[src/rtl/regfile_wb_arbiter.sv]
// ---------------------------------------------------------------------------
// regfile_wb_arbiter
//   Write-side front end of the multithreaded register-file bank. Single-cycle
//   ALU results and out-of-order load returns share one registered write port.
//   Load returns are queued in a small FIFO. A queued load is forced through
//   when the FIFO is full, or after it has lost to the ALU STARVE_LIMIT times.
//   An ALU write kills any older queued load to the same (thread, register),
//   so the stale load data can never land on top of the newer ALU result.
//
// Ports
//   clk, reset                 clock, synchronous active-high reset
//   alu_valid/ready/th_id/waddr/wdata   ALU result handshake and payload
//   ld_valid/ready/th_id/waddr/wdata    load-return handshake and payload
//   q_th_id, q_addr0, q_addr1  pending-load lookup from the issue stage
//   pend0, pend1               a live queued load targets the looked-up register
//   wena, w_th_id, waddr, wdata  registered register-file write port
//   ld_count                   occupied FIFO entries (live + killed)
// ---------------------------------------------------------------------------
module regfile_wb_arbiter #(
   parameter int DATA_WIDTH   = 64,
   parameter int ADDR_WIDTH   = 4,
   parameter int TH_ID_WIDTH  = 2,
   parameter int FIFO_DEPTH   = 4,
   parameter int STARVE_LIMIT = 3
) (
   input  logic                           clk,
   input  logic                           reset,
   input  logic                           alu_valid,
   output logic                           alu_ready,
   input  logic [TH_ID_WIDTH-1:0]         alu_th_id,
   input  logic [ADDR_WIDTH-1:0]          alu_waddr,
   input  logic [DATA_WIDTH-1:0]          alu_wdata,
   input  logic                           ld_valid,
   output logic                           ld_ready,
   input  logic [TH_ID_WIDTH-1:0]         ld_th_id,
   input  logic [ADDR_WIDTH-1:0]          ld_waddr,
   input  logic [DATA_WIDTH-1:0]          ld_wdata,
   input  logic [TH_ID_WIDTH-1:0]         q_th_id,
   input  logic [ADDR_WIDTH-1:0]          q_addr0,
   input  logic [ADDR_WIDTH-1:0]          q_addr1,
   output logic                           pend0,
   output logic                           pend1,
   output logic                           wena,
   output logic [TH_ID_WIDTH-1:0]         w_th_id,
   output logic [ADDR_WIDTH-1:0]          waddr,
   output logic [DATA_WIDTH-1:0]          wdata,
   output logic [$clog2(FIFO_DEPTH):0]    ld_count
);

   localparam int PTR_W = $clog2(FIFO_DEPTH);
   localparam int CNT_W = PTR_W + 1;
   localparam int AGE_W = $clog2(STARVE_LIMIT + 1);
   localparam logic [CNT_W-1:0] CNT_FULL = CNT_W'(FIFO_DEPTH);
   localparam logic [AGE_W-1:0] AGE_MAX  = AGE_W'(STARVE_LIMIT);

   // FIFO storage: live flags need reset, payload arrays do not
   logic [FIFO_DEPTH-1:0]  live_q;
   logic [TH_ID_WIDTH-1:0] th_q   [FIFO_DEPTH];
   logic [ADDR_WIDTH-1:0]  addr_q [FIFO_DEPTH];
   logic [DATA_WIDTH-1:0]  data_q [FIFO_DEPTH];

   logic [PTR_W-1:0] wr_ptr_q, rd_ptr_q;
   logic [CNT_W-1:0] count_q, count_d;
   logic [AGE_W-1:0] age_q, age_d;

   logic                   wena_q;
   logic [TH_ID_WIDTH-1:0] w_th_id_q;
   logic [ADDR_WIDTH-1:0]  waddr_q;
   logic [DATA_WIDTH-1:0]  wdata_q;

   logic empty, full, head_live, head_killed, urgent;
   logic alu_fire, alu_kill, push, pop, wr_en, wr_sel_ld;
   logic [FIFO_DEPTH-1:0] kill_hit, match0, match1;

   assign empty       = (count_q == '0);
   assign full        = (count_q == CNT_FULL);
   assign head_live   = !empty &&  live_q[rd_ptr_q];
   assign head_killed = !empty && !live_q[rd_ptr_q];
   assign urgent      = head_live && (full || age_q >= AGE_MAX);

   // Ready signals depend only on registered state, never on this cycle's pop
   assign ld_ready  = !reset && !full;
   assign alu_ready = !reset && !urgent;

   assign alu_fire = alu_valid && alu_ready;
   assign alu_kill = alu_fire && (alu_waddr != '0);
   // Loads to r0 are accepted and discarded
   assign push     = ld_valid && ld_ready && (ld_waddr != '0);

   // Popped entries get live cleared, so live implies occupied and the
   // lookup needs no occupancy mask.
   for (genvar gi = 0; gi < FIFO_DEPTH; gi++) begin : g_entry
      assign kill_hit[gi] = alu_kill && (th_q[gi] == alu_th_id) && (addr_q[gi] == alu_waddr);
      assign match0[gi]   = live_q[gi] && (th_q[gi] == q_th_id) && (addr_q[gi] == q_addr0);
      assign match1[gi]   = live_q[gi] && (th_q[gi] == q_th_id) && (addr_q[gi] == q_addr1);
   end

   assign pend0 = (q_addr0 != '0) && (|match0);
   assign pend1 = (q_addr1 != '0) && (|match1);

   // Grant: killed head drains for free, then starving/full head, then ALU,
   // then an uncontested live head.
   always_comb begin
      pop       = 1'b0;
      wr_en     = 1'b0;
      wr_sel_ld = 1'b0;
      if (head_killed) begin
         pop   = 1'b1;
         wr_en = alu_kill;
      end else if (urgent) begin
         pop       = 1'b1;
         wr_en     = 1'b1;
         wr_sel_ld = 1'b1;
      end else if (alu_fire) begin
         wr_en = alu_kill;
      end else if (head_live) begin
         pop       = 1'b1;
         wr_en     = 1'b1;
         wr_sel_ld = 1'b1;
      end
   end

   always_comb begin
      count_d = count_q + CNT_W'(push) - CNT_W'(pop);
   end

   always_comb begin
      age_d = age_q;
      if (pop || empty)
         age_d = '0;
      else if (head_live && (age_q < AGE_MAX))
         age_d = age_q + AGE_W'(1);
   end

   always_ff @(posedge clk) begin
      if (reset) begin
         live_q   <= '0;
         wr_ptr_q <= '0;
         rd_ptr_q <= '0;
         count_q  <= '0;
         age_q    <= '0;
      end else begin
         for (int i = 0; i < FIFO_DEPTH; i++)
            if (kill_hit[i]) live_q[i] <= 1'b0;
         if (pop) begin
            live_q[rd_ptr_q] <= 1'b0;
            rd_ptr_q         <= rd_ptr_q + PTR_W'(1);
         end
         // Push comes last so a same-cycle ALU write cannot kill the new entry
         if (push) begin
            live_q[wr_ptr_q] <= 1'b1;
            wr_ptr_q         <= wr_ptr_q + PTR_W'(1);
         end
         count_q <= count_d;
         age_q   <= age_d;
      end
   end

   always_ff @(posedge clk) begin
      if (push) begin
         th_q[wr_ptr_q]   <= ld_th_id;
         addr_q[wr_ptr_q] <= ld_waddr;
         data_q[wr_ptr_q] <= ld_wdata;
      end
   end

   always_ff @(posedge clk) begin
      if (reset) begin
         wena_q    <= 1'b0;
         w_th_id_q <= '0;
         waddr_q   <= '0;
         wdata_q   <= '0;
      end else begin
         wena_q <= wr_en;
         if (wr_en) begin
            if (wr_sel_ld) begin
               w_th_id_q <= th_q[rd_ptr_q];
               waddr_q   <= addr_q[rd_ptr_q];
               wdata_q   <= data_q[rd_ptr_q];
            end else begin
               w_th_id_q <= alu_th_id;
               waddr_q   <= alu_waddr;
               wdata_q   <= alu_wdata;
            end
         end
      end
   end

   assign wena     = wena_q;
   assign w_th_id  = w_th_id_q;
   assign waddr    = waddr_q;
   assign wdata    = wdata_q;
   assign ld_count = count_q;

endmodule
[config.mk]
export PLATFORM = sky130hd
export DESIGN_NAME = regfile_wb_arbiter
export DESIGN_NICKNAME = d
export VERILOG_FILES = /design/src/rtl/regfile_wb_arbiter.sv
export SDC_FILE = /design/constraint.sdc
export NUM_CORES = 1
export LEC_CHECK = 0
export BUFFER_PORTS_ARGS = -buffer_cell sky130_fd_sc_hd__buf_4
export CAP_MARGIN = 20
export CORE_MARGIN = 1
export CORE_UTILIZATION = 51
export CTS_CLUSTER_DIAMETER = 30
export DETAILED_ROUTE_END_ITERATION = 8
export GPL_ROUTABILITY_DRIVEN = 1
export PLACE_DENSITY = 0.76
export SYNTH_ARGS = -nofsm -noshare
export SYNTH_HDL_FRONTEND = slang
export SYNTH_SLANG_ARGS = --single-unit
[constraint.sdc]
create_clock -name clk -period 3.1 [get_ports clk]
set_input_delay 0.62 -clock clk [delete_from_list [all_inputs] [get_ports clk]]
set_output_delay 0.62 -clock clk [all_outputs]
set_load 0.05 [all_outputs]
==> Yosys cells after proc, flatten, opt, wreduce, memory -nomap -nowiden <==
Memory sizes are Yosys's and may differ from the RTL's. A register that Yosys moved wholly into a read port is not among the register bits.
Index checks and enable logic that the tools add are counted.
{ "totals": {"reg_bits": 84, "latchBits": 0, "ramBits": 280, "romBits": 0, "output_inout_bits": 78, "wordCells": 132, "n_memories": 3} }
{ "op_classes": {"addsub": 5, "mul": 0, "n_div": 0, "order_cmp": 6, "eq_ne": 21, "shifts": 0, "n_mux": 36, "n_bitwise": 3, "n_reduce_logical": 49} }
{ "memory_table": {"columns": ["name", "depth", "width", "read_ports", "rd_ports_with_merged_regs", "write_ports", "line", "source"], "rows": [
  ["data_q", 4, 64, 1, 1, 1, "60", "logic [DATA_WIDTH-1:0] data_q [FIFO_DEPTH];"],
  ["addr_q", 4, 4, 5, 1, 1, "59", "logic [ADDR_WIDTH-1:0] addr_q [FIFO_DEPTH];"],
  ["th_q", 4, 2, 5, 1, 1, "58", "logic [TH_ID_WIDTH-1:0] th_q [FIFO_DEPTH];"]
]} }
{ "op_table": {"columns": ["operator", "n"], "rows": [
  ["$mux W64", 1],
  ["$eq A4 B4 Y1", 12],
  ["$logic_and A1 B1 Y1", 34],
  ["$mux W1", 21],
  ["$eq A2 B2 Y1", 8],
  ["$mux W4", 4],
  ["$reduce_bool A4 Y1", 4],
  ["$mux W2", 7],
  ["$reduce_or A4 Y1", 2],
  ["$add A2 B1 Y2 const B", 3],
  ["$lt A2 B3 Y1 const B", 2],
  ["$logic_not A1 Y1", 5],
  ["$and A4 B4 Y4", 1],
  ["$demux W1 S2", 2],
  ["$ge A2 B1 Y1 const B", 2],
  ["$not A4 Y4", 1],
  ["$or A4 B4 Y4", 1],
  ["$add A3 B1 Y3", 1],
  ["$eq A3 B3 Y1 const B", 1],
  ["$logic_not A3 Y1", 1],
  ["$sub A3 B1 Y3", 1],
  ["$bmux W1 S2", 1],
  ["$ge A2 B2 Y1 const B", 1],
  ["$logic_or A1 B1 Y1", 2],
  ["2 further kinds", 2]
]} }

==> Depth between registers and ports, before layout <==
Gate-level depths: netlist of run 1.
{ "depth": {"word_depth": 17, "depth_mapped": 9, "depth_no_buf": 9} }

==> Least setup slack after synthesis of run 1 <==
OpenSTA, ideal clock, no wires.
{ "synth_timing": {"kind": "register to register", "from": "register count_q[1], in the netlist ld_count[1]", "to": "memory addr_q[2][0], enable pin", "t_arrival_ps": 3051, "setup_slack_ps": -375, "stages_incl_launch_ff": 5, "n_path_buf": 1, "cell_sequence": "dfxtp_1 -> buf_2 -> nor3b_1 -> or4b_2 -> inv_1"} }
{ "synth_between": {"elab_chain_cells": 7} }
{ "synth_rtl": {"columns": ["element", "line", "source"], "rows": [
  ["start, declared", "63", "logic [CNT_W-1:0] count_q, count_d;"],
  ["start signal, assigned", "154", "count_q <= count_d;"],
  ["$eq A3 B3 Y1", "76", "assign full = (count_q == CNT_FULL);"],
  ["$logic_not A1 Y1", "82", "assign ld_ready = !reset && !full;"],
  ["$logic_and A1 B1 Y1", "82", null],
  ["$logic_and A1 B1 Y1 (2 in a row)", "88", "assign push = ld_valid && ld_ready && (ld_waddr != '0);"],
  ["$mux W1", "160", "if (push) begin"],
  ["$mux W1 (not written as such)", "162", "addr_q[wr_ptr_q] <= ld_waddr;"],
  ["end, declared", "59", null]
]} }
No other way between the ends.

==> Final worst setup path of run 1 <==
{ "layout_timing": {"from": "register rd_ptr_q[0]", "to": "output alu_ready"} }
{ "layout_between": {"elab_chain_cells": 6} }
{ "layout_rtl": {"columns": ["element", "line", "source"], "rows": [
  ["start, declared", "62", "logic [PTR_W-1:0] wr_ptr_q, rd_ptr_q;"],
  ["start signal, assigned", "147", "rd_ptr_q <= rd_ptr_q + PTR_W'(1);"],
  ["$bmux W1 S2", "77", "assign head_live = !empty && live_q[rd_ptr_q];"],
  ["$mux W1 (not written as such)", "77", null],
  ["$logic_and A1 B1 Y1", "77", null],
  ["$logic_and A1 B1 Y1", "79", "assign urgent = head_live && (full || age_q >= AGE_MAX);"],
  ["$logic_not A1 Y1", "83", "assign alu_ready = !reset && !urgent;"],
  ["$logic_and A1 B1 Y1", "83", null],
  ["end, declared", "29", "output logic alu_ready,"]
]} }
No other way between the ends. The select of a mux whose other input is x is not followed.

==> results of run 1 <==
cell usage in the layout (no fill, tap or decap), types with 3 or more instances in the layout:
cell type	instances
xnor2_1	68
clkbuf_16	67
o21a_1	4
clkinv_4	3
nor2_1	78
dfxtp_1	84
a221oi_1	3
clkinvlp_4	10
clkinv_1	4
nor2b_1	5
buf_4	242
a32oi_1	4
nand4_1	12
buf_12	10
o21ai_0	6
edfxtp_1	280
nand2_1	135
ha_1	10
o22ai_1	4
clkbuf_1	6
o211ai_1	4
inv_6	9
nor4_1	3
mux2i_1	4
a311oi_1	62
a21oi_1	6
inv_1	9
nand3_1	5
bufinv_16	9
clkinv_2	7
clkbuf_8	7
mux4_2	71
per-stage QoR:
stage	area, um^2	util [%]	worst slack [ns]	hold WS, ns
after floorplan	14900	-	0.167	0.398
after global placement	17000	59.3	0.293	0.407
after detailed placement	17000	59.3	0.257	0.417
after CTS	19300	67.4	0.193	0.245
after global routing	19400	67.4	0.120	0.249
final	19400	67.4	0.229	0.268
power breakdown:
group / switching (mW) / total [mW] / internal (mW)
clock: 2.41 / 7.33 / 4.92
combinational: 1.66 / 3.12 / 1.46
sequential: 0.393 / 6.04 / 5.64
total: 4.47 / 16.5 / 12.0
final cells by class:
cell class	count	area (um^2)	share of cell area, %
Inverter	13	63.8	0.330
Timing Repair Buffer	252	2020	10.4
Multi-Input combinational cell	510	4330	22.4
Tap cell	384	480	2.48
Sequential cell	366	10100	52.4
Clock buffer	80	1800	9.28
Antenna cell	2	5.00	0.0259
Clock inverter	41	523	2.70
sequential cells by signal, summed over array words and instances, names as in the netlist, 3 cells and up, named ones only:
signal    cells
ld_count      3
data_q      256
live_q        4
waddr         4
addr_q       16
th_q          8
wdata        64
synthesized netlist by cell type, types with 3 or more instances:
cell      instances
nand4_1          12
inv_1            13
a311oi_1         62
o211ai_1          4
a21oi_1           6
nand2_1         135
mux2i_1           4
o21a_1            4
nor2_1           79
nor4_1            3
dfxtp_1          86
a32oi_1           4
ha_1             10
buf_2            21
edfxtp_1        280
nor2b_1           5
mux4_2           71
o21ai_0           6
xnor2_1          68
a221oi_1          3
buf_6            12
o22ai_1           4
clkbuf_1         37
nand3_1           5
worst register-to-register path, cell delays in order (launching register included):
cell	delay, ns
dfxtp_1	0.42
mux4_2	0.66
a31oi_4	0.23
xor2_1	0.09
ha_1	0.20
fa_1	0.41
xnor2_1	0.18
xnor2_1	0.13
nor2_1	0.05
metal layers:
metal / track usage (%) / vias up
met4: 9.37 / 0
li1: - / 4193
met3: 5.76 / 68
met1: 27.6 / 4499
met2: 37.9 / 280
met5: 0 / -
how the worst max path moves through the flow:
stage,from,to,slack [ns],depth (start not counted)
after floorplan,ld_count[2],live_q[0],0.17,6
after global placement,ld_waddr[1],ld_count[2],0.29,9
after detailed placement,ld_waddr[1],ld_count[2],0.26,9
after CTS,rd_ptr_q[0],alu_ready,0.19,4
after global routing,rd_ptr_q[0],alu_ready,0.12,4
final,rd_ptr_q[0],alu_ready,0.23,4
kinds of logic after synthesis:
family / count (synthesis) / synth area share, %
AO/OA/AOI/OAI: 103 / 5.91
XOR/XNOR: 69 / 4.05
adder cells (fa/ha/maj): 11 / 0.974
buffers and inverters: 86 / 3.05
flip-flops: 366 / 68.0
multiplexers: 75 / 11.0
AND/OR/NAND/NOR: 252 / 7.06
==> impl_results.md, run 1 <==
- Max VDD drop: 0.000524 V
- DR WL met3: ~2000 um
- Status: finished, final reports clean
- Core area: 28700 um^2
- ANT nets after route: 0
- CTS Buffer Depth: 3
- Cell family with most CP delay: multiplexers
- Register area share after synthesis: 68.0%
- Synth async-reset ratio: 0%
- Crit-path cells: mux4_2 -> o21a_1 -> nor2_1 -> buf_4
- Cell total after placement: 1525
- Initial Util: 51.9%
- Crit start category: register
- WL per Instance: 20.2 um
- Die extent in x: 173 um
- Syn Inst Count: roughly 960
- Endpoints failing hold: 0
- Drt pass-1 iters: 5
- Met1 Wirelength: 13600 um
- Final std cells w/o fill: 1648
- Root buffer cell: clkbuf_16
- Fillers: 1980
- CTS sink cnt: around 370
- DRC Markers: 0
- Total gr overflow: 0
- Post-route minimum period: 2.87 ns
- Layout cell share with drive strength beyond 1: between 30 and 40%
- Syn_area_per_cell: 15.5 um^2
- Final Cycle Share: just over 90%
- TritonCTS Buffers: 67
- LEAKAGE: 6.80 nW
- Largest net degree at the start of global routing: 109
- Yosys reg bits: 366
- Vias per cell: roughly 5.5
- Boundary Pins: between 200 and 250
- Worst Skew: 0.0376 ns
- Fmax: ~350 MHz
- Final Max Slew Viols: 0
- Final TNS setup: 0 ns
- Total power: 16.5 mW
- PD cells: 852 nW/um^2
- CP required: 2.48 ns
- Buf/Inv on CP: 1
- Detailed placement HPWL: 20400 um
- Crit-path slowest cell: mux4_2
- Worst R2R Setup Slack: 0.59 ns
- R2r endpoint: ld_count[2]
- Die area: 29900 um^2
- Yosys top cell by area: edfxtp_1
- Fin nets: approximately 1400
- Hold Path Class: in2reg
- Yosys cell types: 46
- Setup repair after global routing missed its margin: false
- Vias in the first global route: 9506
- Final setup vio count: 0
- Clk_lat worst skew: 0.55 ns
- Antenna violations before repair: 2
- Synth top area cells: edfxtp_1 56%, dfxtp_1 12%, mux4_2 11%
- CP Capture Type: output port
- R2r startpoint: rd_ptr_q[0]
- WHS Endpoint: data_q[2][29]
- Net Count, Synth: 1127
- Global-route wire length before repair: 51900 um
- Synthesized area: 14900 um^2
- Routability cong.: 0.849
- Share of the synthesized area in the top cell type: 56.4%
- Critical path class: reg2out
- Syn. warnings: 0
- Post-CTS sizing: 0
- EDFF count, synth: 280
- Critical path arrival: ~2.3 ns
- Worst-path clk slew: ~0.050 ns
- PortBufs: 231
- Crit-path max cell delay: 0.66 ns
- Highest routed layer: met4
- Max FO, Critical Path: 10
- Max_cap viols: 0
- DR vias: 9040
- Area delta synth->final: 29.8%
- Worst slew pin tran: 0.766 ns
- Die height: 173 um
- Num rows: 62
- H-tree depth: 3
- Detailed Route Iter0 Violations: a little over 600
- Hold wc startpoint: ld_wdata[29]
- CTS tree: yes
- Most used DFF post-synth: edfxtp_1
- Min-Delay Path Depth: 1
- Max_slew headroom: around half
- R2R cell count: 8
- Hold_buf cts: 0
- GRT Total Usage: 22.5%
- DR WL met2: 16800 um
- Post-CTS Setup Bufs: 0
- WL final: 33300 um
No activity file was read; power rests on OpenSTA's default activity.
==> run 2, diff against run 1 <==
--- a/config.mk
+++ b/config.mk
@@ -11,3 +11,2 @@
 export CORE_UTILIZATION = 51
-export CTS_CLUSTER_DIAMETER = 30
 export DETAILED_ROUTE_END_ITERATION = 8
--- a/constraint.sdc
+++ b/constraint.sdc
@@ -3,2 +3,2 @@
 set_output_delay 0.62 -clock clk [all_outputs]
-set_load 0.05 [all_outputs]
+set_load 0.01 [all_outputs]
==> run 2 against run 1 <==
  * Fmax is 1.5% higher
  * Hold slack better by 0.025 ns
  * Power is 22% lower
  * Sequential power is 1% lower
  * Global-route usage is 0.83 points lower
  * Sequential cell count stayed put
  * Setup slack better by 0.042 ns
  * Wire length is 3.4% lower
  * Critical path type unchanged
  * Largest power group is now registers
  * Highest routed layer unchanged
==> impl_results.md, run 2 (synthesized netlist as in run 1, its figures left out) <==
- Max_cap viols: 0
- Critical path class: reg2out
- Cell area after layout: around 18000 um^2
- Routability cong.: 0.845
- Endpoints failing hold: 0
- Max VDD drop: 0.000409 V
- Global-route wire length before repair: 50200 um
- CTS Buffer Depth: 3
- Met3 GRT Util: 4.16%
- ANT nets after route: 0
- Max FFs per register: around 260
- Hold_buf cts: 0
- Die area: 29900 um^2
- H-tree depth: 2
- Setup repair after global routing missed its margin: false
- Post-route minimum period: 2.83 ns
- R2r startpoint: rd_ptr_q[0]
- Initial Util: 51.9%
- CTS sink cnt: 366
- Clk_lat worst skew: 0.52 ns
- Final Cycle Share: 91.2%
- WL final: 32200 um
- Clock network fraction of total power: 33.4%
- Antenna violations before repair: 0
- Core area: 28700 um^2
- Worst slew pin tran: 0.781 ns
- Critical path arrival: 2.21 ns
- Cell family with most CP delay: simple AND/OR/NAND/NOR gates
- Busiest grt layer: met2
- CTS tree: yes
- Crit start category: register
- Max FO, Critical Path: 10
- Fmax: 354 MHz
- Hold wc startpoint: ld_wdata[36]
- Layout cell share with drive strength beyond 1: 32.7%
- Post-CTS Setup Bufs: 0
- Fin nets: between 1000 and 1500
- Ant diodes: 0
- Final TNS setup: 0 ns
- CP required: roughly 2.5 ns
- Cell Area, Placed: 17000 um^2
- Post-CTS sizing: 0
- Finished Core Util: 63.2%
- Crit-path max cell delay: 0.56 ns
- Boundary Pins: approximately 230
- Worst Skew: 0.0221 ns
- Crit-path slowest cell: nor3b_1
- R2R cell count: 8
- Min-Delay Path Depth: 1
- PortBufs: 231
- Worst R2R Setup Slack: 0.58 ns
- Most frequent cells in the layout: 280 x edfxtp_1, 242 x buf_4, 135 x nand2_1
- Total gr overflow: 0
- WHS Endpoint: data_q[1][36]
- WL per Instance: approximately 20 um
- Combinational power share: 20.7%
- M1 GR Usage: 27.6%
- GRT Total Usage: 21.6%
- Hold slack: 0.293 ns
- Die extent in x: 173 um
- TritonCTS Buffers: 37
- CP Capture Type: output port
- Vias per cell: 5.61
- Crit-path cells: nor3b_1 -> o21a_1 -> nor2_1 -> buf_4
- Sequential cell fraction of total power: a little under half
- Final setup vio count: 0
- Register with the most flip-flops: data_q
- Hold Path Class: in2reg
- Final Max Slew Viols: 0
- Worst-path clk slew: roughly 0.06 ns
- P_int: 9.57 mW
- Root buffer cell: clkbuf_16
- DRC Markers: 0
- Buf/Inv on CP: 1
- Area delta synth->final: 21.8%
- Switching Share: 26.0%
- Num rows: 62
- Largest net degree at the start of global routing: 79
- Vias in the first global route: between 9000 and 10000
- Total power: roughly 13 mW
- Met2 Use GR: 37.1%
- Detailed Route Iter0 Violations: ~660
- Commonest non-fill, non-tap cell in the layout: edfxtp_1
- Drt pass-1 iters: 5
- PD cells: 713 nW/um^2
- Max_slew headroom: a little under half
- Die height: 173 um
- Sw Pwr: 3.37 mW
- Status: finished, final reports clean
- R2r endpoint: ld_count[2]
- LEAKAGE: around 6.3 nW
- DR vias: 8917
- Detailed placement HPWL: 20500 um
[run 2: layer usage]
layer,vias up,wire [um],share of wire (%)
li1,4111,-,-
met2,263,16300,51
met5,-,0,0
met3,65,1760,5.5
met4,0,968,3.0
met1,4478,13200,41
[run 2: worst max-delay path by stage]
stage / end / start / cells after the start
finish: alu_ready / ld_count[2] / 4
global route: alu_ready / ld_count[2] / 4
CTS: alu_ready / ld_count[2] / 4
detailed placement: ld_count[2] / ld_waddr[1] / 9
global placement: ld_count[2] / ld_waddr[1] / 9
floorplan: live_q[0] / ld_waddr[1] / 6
[run 2: area by class of cell]
type	instances	area (um^2)
tap	384	480
sequential	366	10100
inverter	13	56.3
fill	2128	10500
multi-input combinational	510	4330
timing repair buffer	249	1960
clock inverter	16	164
clock buffer	51	1030
[run 2: power by group through the flow]
stage               clock [mW]  sequential [mW]  combinational [mW]
floorplan                    0             5.93                1.90
global placement             0             6.04                2.69
detailed placement           0             6.05                2.71
CTS                       4.41             5.95                2.72
global route              4.62             6.00                2.89
finish                    4.32             5.95                2.68
[run 2: through the flow]
stage / worst slack [ns] / instances
after floorplan: 0.0365 / 962
after global placement: 0.238 / 1522
after detailed placement: 0.242 / 1522
after CTS: 0.280 / 1589
after global routing: 0.184 / 1589
final: 0.272 / 1589
